**config.mk**
```make
export PLATFORM = sky130hd
export DESIGN_NAME = ex_iter_alu_flat
export DESIGN_NICKNAME = d
export VERILOG_FILES = /design/src/rtl/ex_iter_alu_if.sv /design/src/rtl/ex_iter_alu.sv /design/src/flat_wrapper.sv
export SDC_FILE = /design/constraint.sdc
export NUM_CORES = 1
export LEC_CHECK = 0
export CORE_UTILIZATION = 30
export CTS_CLUSTER_DIAMETER = 120
export DETAILED_ROUTE_END_ITERATION = 8
export PLACE_DENSITY = 0.48
export SLEW_MARGIN = 5
export SYNTH_ARGS = -nofsm -noshare
export SYNTH_HDL_FRONTEND = slang
export SYNTH_SLANG_ARGS = --single-unit
```
**constraint.sdc**
```tcl
create_clock -name clk -period 3.2 [get_ports clk]
set_input_delay 0.64 -clock clk [delete_from_list [all_inputs] [get_ports clk]]
set_output_delay 0.64 -clock clk [all_outputs]
set_load 0.005 [all_outputs]
```
**src/rtl/ex_iter_alu_if.sv**
```systemverilog
`default_nettype none
// ============================================================================
// Module      : ex_iter_alu_if
// Description : Operation/result handshake bundle for the iterative ex-stage ALU.
// Revision    : 1.0 - initial release
// ============================================================================
interface ex_iter_alu_if #(
    parameter int DATA_W = 32,
    parameter int CNT_W  = 6
);
    logic              valid_in;
    logic              ready_out;
    logic [2:0]        op;
    logic [DATA_W-1:0] op1;
    logic [DATA_W-1:0] op2;
    logic [CNT_W-1:0]  shcnt;
    logic [17:0]       fmask;
    logic              flush;
    logic              valid_out;
    logic              ready_in;
    logic [DATA_W-1:0] result;
    logic [17:0]       eflags;
    logic              busy;

    modport master (
        output valid_in, op, op1, op2, shcnt, fmask, flush, ready_in,
        input  ready_out, valid_out, result, eflags, busy
    );

    modport slave (
        input  valid_in, op, op1, op2, shcnt, fmask, flush, ready_in,
        output ready_out, valid_out, result, eflags, busy
    );
endinterface
`default_nettype wire

```
**src/rtl/ex_iter_alu.sv**
```systemverilog
`default_nettype none
// ============================================================================
// Module      : ex_iter_alu
// Description : DATA_W execute unit: single-cycle ALU ops, 1-bit/cycle shifter,
//               BSF_STRIDE-bit/cycle BSF scanner, masked EFLAGS on handoff.
// Revision    : 1.0 - initial release
// ============================================================================
module ex_iter_alu #(
    parameter int DATA_W     = 32,
    parameter int BSF_STRIDE = 4,
    parameter int CNT_W      = 6
) (
    input wire           clk,
    input wire           rst,
    ex_iter_alu_if.slave bus
);
    localparam int SH_W = $clog2(DATA_W);

    localparam logic [2:0] c_op_add  = 3'b000;
    localparam logic [2:0] c_op_and  = 3'b001;
    localparam logic [2:0] c_op_or   = 3'b010;
    localparam logic [2:0] c_op_not  = 3'b011;
    localparam logic [2:0] c_op_sal  = 3'b100;
    localparam logic [2:0] c_op_sar  = 3'b101;
    localparam logic [2:0] c_op_bsf  = 3'b110;

    localparam logic [17:0] c_set_arith = 18'h0011F;  // CF PF AF ZF SF OF
    localparam logic [17:0] c_set_shift = 18'h0001B;  // CF PF ZF SF
    localparam logic [17:0] c_flag_of   = 18'h00100;
    localparam logic [17:0] c_flag_zf   = 18'h00008;

    typedef enum logic [1:0] {
        S_IDLE = 2'd0,
        S_BUSY = 2'd1,
        S_DONE = 2'd2
    } state_t;

    state_t            r_state;
    state_t            w_state_nxt;
    logic              w_accept;
    logic              w_handoff;
    logic              w_step;

    logic [2:0]        r_op;
    logic [DATA_W-1:0] r_result;
    logic [DATA_W-1:0] r_src;
    logic [SH_W-1:0]   r_cnt;
    logic [SH_W-1:0]   r_pos;
    logic              r_cf;
    logic              r_of;
    logic              r_af;
    logic              r_bsf_zero;
    logic [17:0]       r_fwe;
    logic [17:0]       r_eflags;

    logic [SH_W-1:0]   w_cnt;
    logic [DATA_W:0]   w_sum;
    logic [DATA_W-1:0] w_ld_result;
    logic              w_ld_cf;
    logic              w_ld_of;
    logic              w_ld_af;
    logic [17:0]       w_ld_set;
    logic              w_hit;
    logic [SH_W-1:0]   w_hit_off;
    logic [SH_W-1:0]   w_bsf_idx;
    logic              w_last_chunk;
    logic [17:0]       w_newflags;

    assign w_cnt        = bus.shcnt[SH_W-1:0];
    assign w_sum        = {1'b0, bus.op1} + {1'b0, bus.op2};
    assign w_bsf_idx    = r_pos + w_hit_off;
    assign w_last_chunk = (r_pos == SH_W'(DATA_W - BSF_STRIDE));

    generate
        if (CNT_W > SH_W) begin : g_cnt_hi
            logic w_unused_cnt_hi;
            assign w_unused_cnt_hi = |bus.shcnt[CNT_W-1:SH_W];
        end
    endgenerate

    // Lowest set bit of the chunk currently at the bottom of r_src.
    always_comb begin
        w_hit     = 1'b0;
        w_hit_off = '0;
        for (int k = BSF_STRIDE - 1; k >= 0; k--) begin
            if (r_src[k]) begin
                w_hit     = 1'b1;
                w_hit_off = SH_W'(k);
            end
        end
    end

    always_comb begin
        w_ld_result = bus.op1;
        w_ld_cf     = 1'b0;
        w_ld_of     = 1'b0;
        w_ld_af     = 1'b0;
        w_ld_set    = '0;
        case (bus.op)
            c_op_add: begin
                w_ld_result = w_sum[DATA_W-1:0];
                w_ld_cf     = w_sum[DATA_W];
                w_ld_of     = (bus.op1[DATA_W-1] == bus.op2[DATA_W-1]) &&
                              (w_sum[DATA_W-1] != bus.op1[DATA_W-1]);
                w_ld_af     = bus.op1[4] ^ bus.op2[4] ^ w_sum[4];
                w_ld_set    = c_set_arith;
            end
            c_op_and: begin
                w_ld_result = bus.op1 & bus.op2;
                w_ld_set    = c_set_arith;
            end
            c_op_or: begin
                w_ld_result = bus.op1 | bus.op2;
                w_ld_set    = c_set_arith;
            end
            c_op_not: w_ld_result = ~bus.op1;
            c_op_sal, c_op_sar: begin
                // OF for a single-bit SAL is MSB^CF of the shifted value, known up front.
                w_ld_of = (bus.op == c_op_sal) && (bus.op1[DATA_W-1] ^ bus.op1[DATA_W-2]);
                if (w_cnt != '0)
                    w_ld_set = c_set_shift | ((w_cnt == SH_W'(1)) ? c_flag_of : 18'h0);
            end
            c_op_bsf: w_ld_set = c_flag_zf;
            default:  w_ld_result = bus.op2;  // PASS moves the source operand
        endcase
    end

    always_ff @(posedge clk) begin
        if (rst)
            r_state <= S_IDLE;
        else
            r_state <= w_state_nxt;
    end

    always_comb begin
        w_state_nxt = r_state;
        w_accept    = 1'b0;
        w_handoff   = 1'b0;
        w_step      = 1'b0;
        case (r_state)
            S_IDLE: begin
                if (bus.valid_in && !bus.flush) begin
                    w_accept = 1'b1;
                    if (bus.op == c_op_bsf ||
                        ((bus.op == c_op_sal || bus.op == c_op_sar) && w_cnt != '0))
                        w_state_nxt = S_BUSY;
                    else
                        w_state_nxt = S_DONE;
                end
            end
            S_BUSY: begin
                if (bus.flush) begin
                    w_state_nxt = S_IDLE;
                end else begin
                    w_step = 1'b1;
                    if (r_op == c_op_bsf) begin
                        if (w_hit || w_last_chunk)
                            w_state_nxt = S_DONE;
                    end else if (r_cnt == SH_W'(1)) begin
                        w_state_nxt = S_DONE;
                    end
                end
            end
            S_DONE: begin
                if (bus.flush) begin
                    w_state_nxt = S_IDLE;
                end else if (bus.ready_in) begin
                    w_handoff   = 1'b1;
                    w_state_nxt = S_IDLE;
                end
            end
            default: w_state_nxt = S_IDLE;
        endcase
    end

    always_comb begin
        w_newflags    = '0;
        w_newflags[0] = r_cf;
        w_newflags[1] = ~^r_result[7:0];
        w_newflags[2] = r_af;
        w_newflags[3] = (r_op == c_op_bsf) ? r_bsf_zero : (r_result == '0);
        w_newflags[4] = r_result[DATA_W-1];
        w_newflags[8] = r_of;
    end

    always_ff @(posedge clk) begin
        if (rst) begin
            r_op       <= '0;
            r_result   <= '0;
            r_src      <= '0;
            r_cnt      <= '0;
            r_pos      <= '0;
            r_cf       <= 1'b0;
            r_of       <= 1'b0;
            r_af       <= 1'b0;
            r_bsf_zero <= 1'b0;
            r_fwe      <= '0;
            r_eflags   <= '0;
        end else begin
            if (w_accept) begin
                r_op       <= bus.op;
                r_result   <= w_ld_result;
                r_src      <= bus.op2;
                r_cnt      <= w_cnt;
                r_pos      <= '0;
                r_cf       <= w_ld_cf;
                r_of       <= w_ld_of;
                r_af       <= w_ld_af;
                r_bsf_zero <= (bus.op2 == '0);
                r_fwe      <= bus.fmask & w_ld_set;
            end else if (w_step) begin
                if (r_op == c_op_bsf) begin
                    if (w_hit)
                        r_result <= {{(DATA_W-SH_W){1'b0}}, w_bsf_idx};
                    r_src <= r_src >> BSF_STRIDE;
                    r_pos <= r_pos + SH_W'(BSF_STRIDE);
                end else begin
                    if (r_op == c_op_sar) begin
                        r_result <= {r_result[DATA_W-1], r_result[DATA_W-1:1]};
                        r_cf     <= r_result[0];
                    end else begin
                        r_result <= {r_result[DATA_W-2:0], 1'b0};
                        r_cf     <= r_result[DATA_W-1];
                    end
                    r_cnt <= r_cnt - SH_W'(1);
                end
            end
            if (w_handoff)
                r_eflags <= (r_eflags & ~r_fwe) | (w_newflags & r_fwe);
        end
    end

    assign bus.ready_out = (r_state == S_IDLE);
    assign bus.busy      = (r_state == S_BUSY);
    assign bus.valid_out = (r_state == S_DONE);
    assign bus.result    = r_result;
    assign bus.eflags    = r_eflags;
endmodule
`default_nettype wire

```
**src/flat_wrapper.sv**
```systemverilog
// flat-port wrapper written by rule: the top's interface ports become plain ports
module ex_iter_alu_flat 
#(
    parameter int DATA_W     = 32,
    parameter int BSF_STRIDE = 4,
    parameter int CNT_W      = 6
)
  (clk, rst, bus_valid_in, bus_op, bus_op1, bus_op2, bus_shcnt, bus_fmask, bus_flush, bus_ready_in, bus_ready_out, bus_valid_out, bus_result, bus_eflags, bus_busy);
  ex_iter_alu_if #(.DATA_W(DATA_W), .CNT_W(CNT_W)) bus_i ();
  input wire clk;
  input wire rst;
  input wire logic [$bits(bus_i.valid_in)-1:0] bus_valid_in;
  input wire logic [$bits(bus_i.op)-1:0] bus_op;
  input wire logic [$bits(bus_i.op1)-1:0] bus_op1;
  input wire logic [$bits(bus_i.op2)-1:0] bus_op2;
  input wire logic [$bits(bus_i.shcnt)-1:0] bus_shcnt;
  input wire logic [$bits(bus_i.fmask)-1:0] bus_fmask;
  input wire logic [$bits(bus_i.flush)-1:0] bus_flush;
  input wire logic [$bits(bus_i.ready_in)-1:0] bus_ready_in;
  output wire logic [$bits(bus_i.ready_out)-1:0] bus_ready_out;
  output wire logic [$bits(bus_i.valid_out)-1:0] bus_valid_out;
  output wire logic [$bits(bus_i.result)-1:0] bus_result;
  output wire logic [$bits(bus_i.eflags)-1:0] bus_eflags;
  output wire logic [$bits(bus_i.busy)-1:0] bus_busy;
  assign bus_i.valid_in = bus_valid_in;
  assign bus_i.op = bus_op;
  assign bus_i.op1 = bus_op1;
  assign bus_i.op2 = bus_op2;
  assign bus_i.shcnt = bus_shcnt;
  assign bus_i.fmask = bus_fmask;
  assign bus_i.flush = bus_flush;
  assign bus_i.ready_in = bus_ready_in;
  assign bus_ready_out = bus_i.ready_out;
  assign bus_valid_out = bus_i.valid_out;
  assign bus_result = bus_i.result;
  assign bus_eflags = bus_i.eflags;
  assign bus_busy = bus_i.busy;
  ex_iter_alu #(.DATA_W(DATA_W), .BSF_STRIDE(BSF_STRIDE), .CNT_W(CNT_W)) u_core (.clk(clk), .rst(rst), .bus(bus_i));
endmodule
```
==> summary.json <==
{
  "worstReg2RegEnd": {"value": "u_core.bus.result[24]$_SDFFE_PP0P_"},
  "clkSinkCount": {"value": 93},
  "placementRows": {"value": 61},
  "reg2reg_depth": {"value": 7},
  "globalRoute.totalOverflow": {"value": 0},
  "timing_hold_violations_final": {"value": 0},
  "synth_area_per_cell": {"value": 7.159, "unit": "µm²"},
  "synth_area": {"value": 8677, "unit": "µm²"},
  "design.portCount": {"value": 149},
  "nNetsFinal": {"value": 1624},
  "area.sequential": {"value": 1862, "unit": "µm²"},
  "total_power": {"value": 3.982, "unit": "mW"},
  "post-synth-top-count-cell": {"value": "sky130_fd_sc_hd__nand2_1"},
  "number_of_enable_flip_flop_cells_after_synthesis": {"value": 0},
  "skew": {"value": 0.008739, "unit": "ns"},
  "cp.arrival": {"value": 3.35, "unit": "ns"},
  "filler_cell_count": {"value": 3001},
  "min_period": {"value": 3.081, "unit": "ns"},
  "netlist.top_cell.by_area": {"value": "sky130_fd_sc_hd__dfxtp_1"},
  "drv_cap": {"value": 0},
  "cts.reportedPaths.clkPinSlew": {"value": 0.08, "unit": "ns"},
  "worst-slew-pin-transition": {"value": 0.8639, "unit": "ns"},
  "port_buffers": {"value": 123},
  "detailedRoute.firstPassIterationCount": {"value": 5},
  "final.period_utilization": {"value": 0.9629},
  "route.detailed.wl_per_inst": {"value": 18.76, "unit": "µm"},
  "footprint_of_the_multi_input_gates": {"value": 6235, "unit": "µm²"},
  "synthDominantCellAreaShare": {"value": 0.2146},
  "placed_cells_incl_taps": {"value": 1822},
  "first_pass_grt_wire_length": {"value": 52650, "unit": "µm"},
  "final_core_util": {"value": 0.4257},
  "crit_path_frequent_cell": {"value": "sky130_fd_sc_hd__buf_4"},
  "ys_seq_elements": {"value": 93},
  "fp.coreArea": {"value": 28090, "unit": "µm²"},
  "timing.max_slew.rel_slack": {"value": 0.4241},
  "dpl.hpwl": {"value": 27390, "unit": "µm"},
  "number_of_global_route_vias_before_repair": {"value": 8964},
  "postSynthCellCount": {"value": 1212},
  "cp-start-kind": {"value": "input pin"},
  "status": {"value": "completed"},
  "drive_above_1_share": {"value": 0.1795},
  "max_freq": {"value": 0.3245, "unit": "GHz"},
  "postCtsSetupRepairBufs": {"value": 0},
  "cts_max_path_buffers": {"value": 2},
  "clock_power_share": {"value": 0.281},
  "internal_pwr_total": {"value": 2.524, "unit": "mW"},
  "fp.dieArea": {"value": 29610, "unit": "µm²"},
  "worst-endpoint-required": {"value": 3.47, "unit": "ns"},
  "irDropWorstVdd": {"value": 0.2530, "unit": "mV"},
  "grt.total_usage": {"value": 0.2360},
  "crit_path_max_fanout": {"value": 3},
  "tritoncts": {"value": "built"},
  "synth_top_flop_cell": {"value": "sky130_fd_sc_hd__dfxtp_1"},
  "antenna_found_initial": {"value": 0},
  "seq_power_share": {"value": 0.333},
  "synth_area_leaders": {"value": "sky130_fd_sc_hd__dfxtp_1, sky130_fd_sc_hd__ha_1, sky130_fd_sc_hd__nand2_1"},
  "vias_per_cell": {"value": 5.269},
  "finalWeightedCongestion": {"value": 0.9068},
  "synth.distinct_cells": {"value": 79},
  "num_vias": {"value": 9685},
  "combinationalPowerShare": {"value": 0.386},
  "postRouteAntennaNets": {"value": 0},
  "clk_lat_worst_skew": {"value": 0.35, "unit": "ns"},
  "holdCritPathClass": {"value": "flop to flop"},
  "worst_setup_slack_for_register_to_register_paths": {"value": 0.73, "unit": "ns"},
  "clock_tree.root_cell": {"value": "sky130_fd_sc_hd__clkbuf_16"},
  "synth-warning-count": {"value": 0},
  "crit_type": {"value": "input pin to flop"},
  "crit_chain": {"value": "clkdlybuf4s50_1 > inv_2 > buf_4 > ha_1 > a21o_1 > and3_4 > or2_4 > buf_4 > a31oi_2 > xor2_1 > o221ai_1 > o211ai_1 > a221oi_2"},
  "fin_setup_tns": {"value": 0, "unit": "ns"},
  "htreeDepth": {"value": 3},
  "cp-startpoint": {"value": "bus_op1[1]"},
  "total_switching_power": {"value": 1.458, "unit": "mW"},
  "ctsHoldBuffers": {"value": 0},
  "area.growth.synth_to_final": {"value": 37.81, "unit": "%"},
  "cp_slowest_cell": {"value": "sky130_fd_sc_hd__clkdlybuf4s50_1"},
  "initial_utilization": {"value": 0.3089},
  "die_span_in_y": {"value": 172.1, "unit": "µm"},
  "worstReg2RegStart": {"value": "u_core.r_op[0]$_SDFFE_PP0P_"},
  "die_width": {"value": 172.1, "unit": "µm"},
  "synth-async-reset-ratio": {"value": 0},
  "antenna_cells": {"value": 0},
  "critical_path.endpoint_type": {"value": "flop"},
  "critical_path.max_stage_delay": {"value": 0.50, "unit": "ns"},
  "postRouteWirelength": {"value": 34490, "unit": "µm"},
  "final_cell_count_no_fill": {"value": 1838},
  "finalSetupViolations": {"value": 0},
  "number_of_buffers_inserted_during_clock_tree_synthesis": {"value": 9},
  "finalMaxSlewViolations": {"value": 0},
  "leakage_power_of_the_design": {"value": 5.241, "unit": "nW"},
  "drc": {"value": 0},
  "synth-seq-area-share": {"value": 0.2146},
  "sw_frac_of_total": {"value": 0.3662},
  "critPathCapture": {"value": "u_core.bus.result[7]$_SDFFE_PP0P_"},
  "total_power_per_unit_cell_area": {"value": 333.0, "unit": "nW/µm²"},
  "yosys-top-cells-count": {"value": "sky130_fd_sc_hd__nand2_1, sky130_fd_sc_hd__nor2_1, sky130_fd_sc_hd__a21oi_1"},
  "drt_iter0_drc": {"value": 749},
  "grt_start_max_net_pins": {"value": 81}
}
## through the flow
| stage | setup slack (ns) | hold slack [ns] | cell area, µm² |
|---|---|---|---|
| after detailed placement | -0.6080 | 0.4510 | 11470 |
| after CTS | -0.003432 | 0.4622 | 11810 |
| after global routing | -0.01307 | 0.4954 | 11960 |
| after global placement | -0.5350 | 0.4486 | 11470 |
| final | 0.1187 | 0.4623 | 11960 |
| after floorplan | 0.2390 | 0.4431 | 8718 |
## sequential cells by signal, summed over array words and instances (netlist names), named ones only
register	cells
u_core.bus.result	32
u_core.r_src	32
u_core.r_fwe	6
u_core.r_cnt	5
u_core.r_op	3
u_core.r_pos	3
u_core.r_state	2
u_core.r_af	1
u_core.r_bsf_zero	1
u_core.r_cf	1
u_core.r_of	1
## layout make-up
| class | count | share of cell area |
|---|---|---|
| tap | 378 | 0.03955 |
| timing repair buffer | 316 | 0.2309 |
| inverter | 87 | 0.02731 |
| clock inverter | 7 | 0.006278 |
| clock buffer | 9 | 0.01883 |
| multi-input combinational | 948 | 0.5214 |
| sequential | 93 | 0.1557 |
## timing repair
item / in CTS / in global routing
pin swaps: 1 / 12
setup endpoints to repair: 6 / 20
resized for setup: 7 / 35
## power groups by stage
stage / Combinational, mW / Sequential (mW) / Clock, mW
floorplan: 0.784 / 1.32 / 0
global placement: 1.49 / 1.35 / 0
detailed placement: 1.49 / 1.35 / 0
CTS: 1.50 / 1.32 / 1.15
global route: 1.68 / 1.34 / 1.19
finish: 1.54 / 1.33 / 1.12
## critical path: cells and delay by family
kind / cells / cell delay [ns]
compound gates: 5 / 1.11
buf+inv: 4 / 0.83
simple gates: 2 / 0.43
fa+ha+maj: 1 / 0.26
xor+xnor: 1 / 0.09
## layer usage
metal / part of all wire / global-route usage
met1: 0.49 / 0.3437
met2: 0.44 / 0.3573
met3: 0.048 / 0.02747
met4: 0.029 / 0.07695
met5: 0 / 0
## cell families after synthesis
family	after synthesis	synth area share
and+or+nand+nor	415	0.2136
AOI/OAI and AO/OA	368	0.2810
DFF	93	0.2146
xor gates and xnor gates	32	0.03230
muxes	48	0.05955
adders and majority gates	73	0.1061
buffers and inverters	182	0.09243
other	1	0.0004322
## worst min-delay path by stage
stage | end | slack, ns | depth (start not counted)
floorplan | flop | 0.44 | 2
global placement | flop | 0.45 | 2
detailed placement | flop | 0.45 | 2
CTS | flop | 0.46 | 2
global route | flop | 0.50 | 2
finish | flop | 0.46 | 2
## layout by cell type, fill, tap and decap left out, types with 39 or more instances in the layout
| cell type | count |
|---|---|
| sky130_fd_sc_hd__nand2_1 | 155 |
| sky130_fd_sc_hd__ha_1 | 68 |
| sky130_fd_sc_hd__a21oi_1 | 114 |
| sky130_fd_sc_hd__nor2_1 | 135 |
| sky130_fd_sc_hd__dfxtp_1 | 93 |
| sky130_fd_sc_hd__clkdlybuf4s50_1 | 114 |
| sky130_fd_sc_hd__o21ai_0 | 39 |
| sky130_fd_sc_hd__inv_1 | 83 |
| sky130_fd_sc_hd__a211oi_1 | 59 |
| sky130_fd_sc_hd__buf_4 | 187 |
(Power assumes the default switching activity.)
==> patch (same settings) <==
`BSF_STRIDE` is set to 4 in 2 places; all go to 3.
--- a/src/rtl/ex_iter_alu.sv
+++ b/src/rtl/ex_iter_alu.sv
@@ -8,5 +8,5 @@
 module ex_iter_alu #(
     parameter int DATA_W     = 32,
-    parameter int BSF_STRIDE = 4,
+    parameter int BSF_STRIDE = 3,
     parameter int CNT_W      = 6
 ) (
--- a/src/flat_wrapper.sv
+++ b/src/flat_wrapper.sv
@@ -3,5 +3,5 @@
 #(
     parameter int DATA_W     = 32,
-    parameter int BSF_STRIDE = 4,
+    parameter int BSF_STRIDE = 3,
     parameter int CNT_W      = 6
 )
Behaviour: not the same (Yosys sat finds a counterexample within 4 cycles, from zero or initial values and one cycle with rst high).
==> patch against the original RTL <==
Core utilization is 1.3 points lower; power is 2.1% lower; sequential cell count is 2 higher; synthesized cell count is 1.4% higher; cell area is 0.45% lower; setup slack worse by 0.028 ns; synthesized area is 1.7% higher; combinational power is 5% lower; fmax is 0.90% lower; routed wire length is 2.2% higher; critical endpoint is now u_core.bus.result[26].
==> patch: results (changes against the original RTL) <==
- Clock Network Area Fraction: 0.0240 (was 0.0251)
- Register area share after synthesis: 0.215 (about the same)
- Via count: 9761 (was 9685)
- RR Endpoint: u_core.bus.result[26] (was u_core.bus.result[24])
- Sequential cell area share: 0.160 (was 0.156)
- Vias in the first global route: 9221 (was 8964)
- XOR/XNOR share of the synthesized area: 0.0347 (was 0.0323)
- Outcome: finished, final reports clean (unchanged)
- Multi-input gates: 956 (was 948)
- Synth Area in Compound Gates: 0.275 (was 0.281)
- Fillers: 3086 (was 3001)
- Worst setup margin: 0.0905 ns (was 0.119 ns)
- Pin count of the biggest net entering global routing: 63 (was 81)
- Synth cell types: 73 (was 79)
- Fraction of area in multi-input gates: 0.530 (was 0.521)
- GRT Resource Usage Total: 0.230 (was 0.236)
- Dpl hpwl: 27500 um (was 27400 um)
- Mapped Cells: 1229 (was 1212)
- NonClk Buf Share: 0.217 (was 0.231)
- Worst Skew: 0.00978 ns (was 0.00874 ns)
- Net Sw Power: 1.37 mW (was 1.46 mW)
- Hold_ws: 0.458 ns (was 0.462 ns)
- Dpl ws: -0.587 ns (was -0.608 ns)
- Pre-Repair DR Iteration Count: 6 (was 5)
- # clk buffers: 13 (was 9)
- Dpl cell area: 11500 um2 (about the same)
- Reg-to-Reg Start: u_core.r_state[0] (was u_core.r_op[0])
- Worst R2R Path Depth: 8 (was 7)
- Logic inverters: 92 (was 87)
- Flop2flop setup slack: 0.90 ns (was 0.73 ns)
- Critical path startpoint: bus_op2[5] (was bus_op1[1])
- Post-placement cell count: 1827 (was 1822)
- Power Density: 328 nW/um2 (was 333 nW/um2)
- Clock sinks: 95 (was 93)
- Bufs w/o clock: 302 (was 316)
## patch: changes by cell type in the layout (fill, tap and decap cells not counted), sizes merged, moves of 8 or more
| cell | unedited run | this run |
|---|---|---|
| a21oi | 118 | 95 |
| a311oi | 9 | 18 |
| buf | 196 | 182 |
| nor3 | 23 | 31 |
| o21ai | 43 | 51 |
## patch: kinds of logic after synthesis
logic type,Yosys count
muxes,53
adders and majority gates,76
xor gates and xnor gates,35
buffers and inverters,189
other,1
and+or+nand+nor,421
AOI/OAI and AO/OA,359
DFF,95
## patch: layer usage
metal	up-vias	wire [um]	GRT usage
li1	4848	-	-
met4	0	798	0.0715
met3	52	1740	0.0268
met2	302	16100	0.371
met5	-	0	0
met1	4559	16600	0.319
## patch: critical path, cell delays in order
cell and delay [ns]:
clkdlybuf4s50_1 0.56, inv_1 0.07, ha_1 0.40, o2111ai_2 0.21, a211o_1 0.40, a211oi_2 0.19, buf_4 0.16, nor4_1 0.05
o21a_1 0.22, or4_1 0.39, o211ai_1 0.09
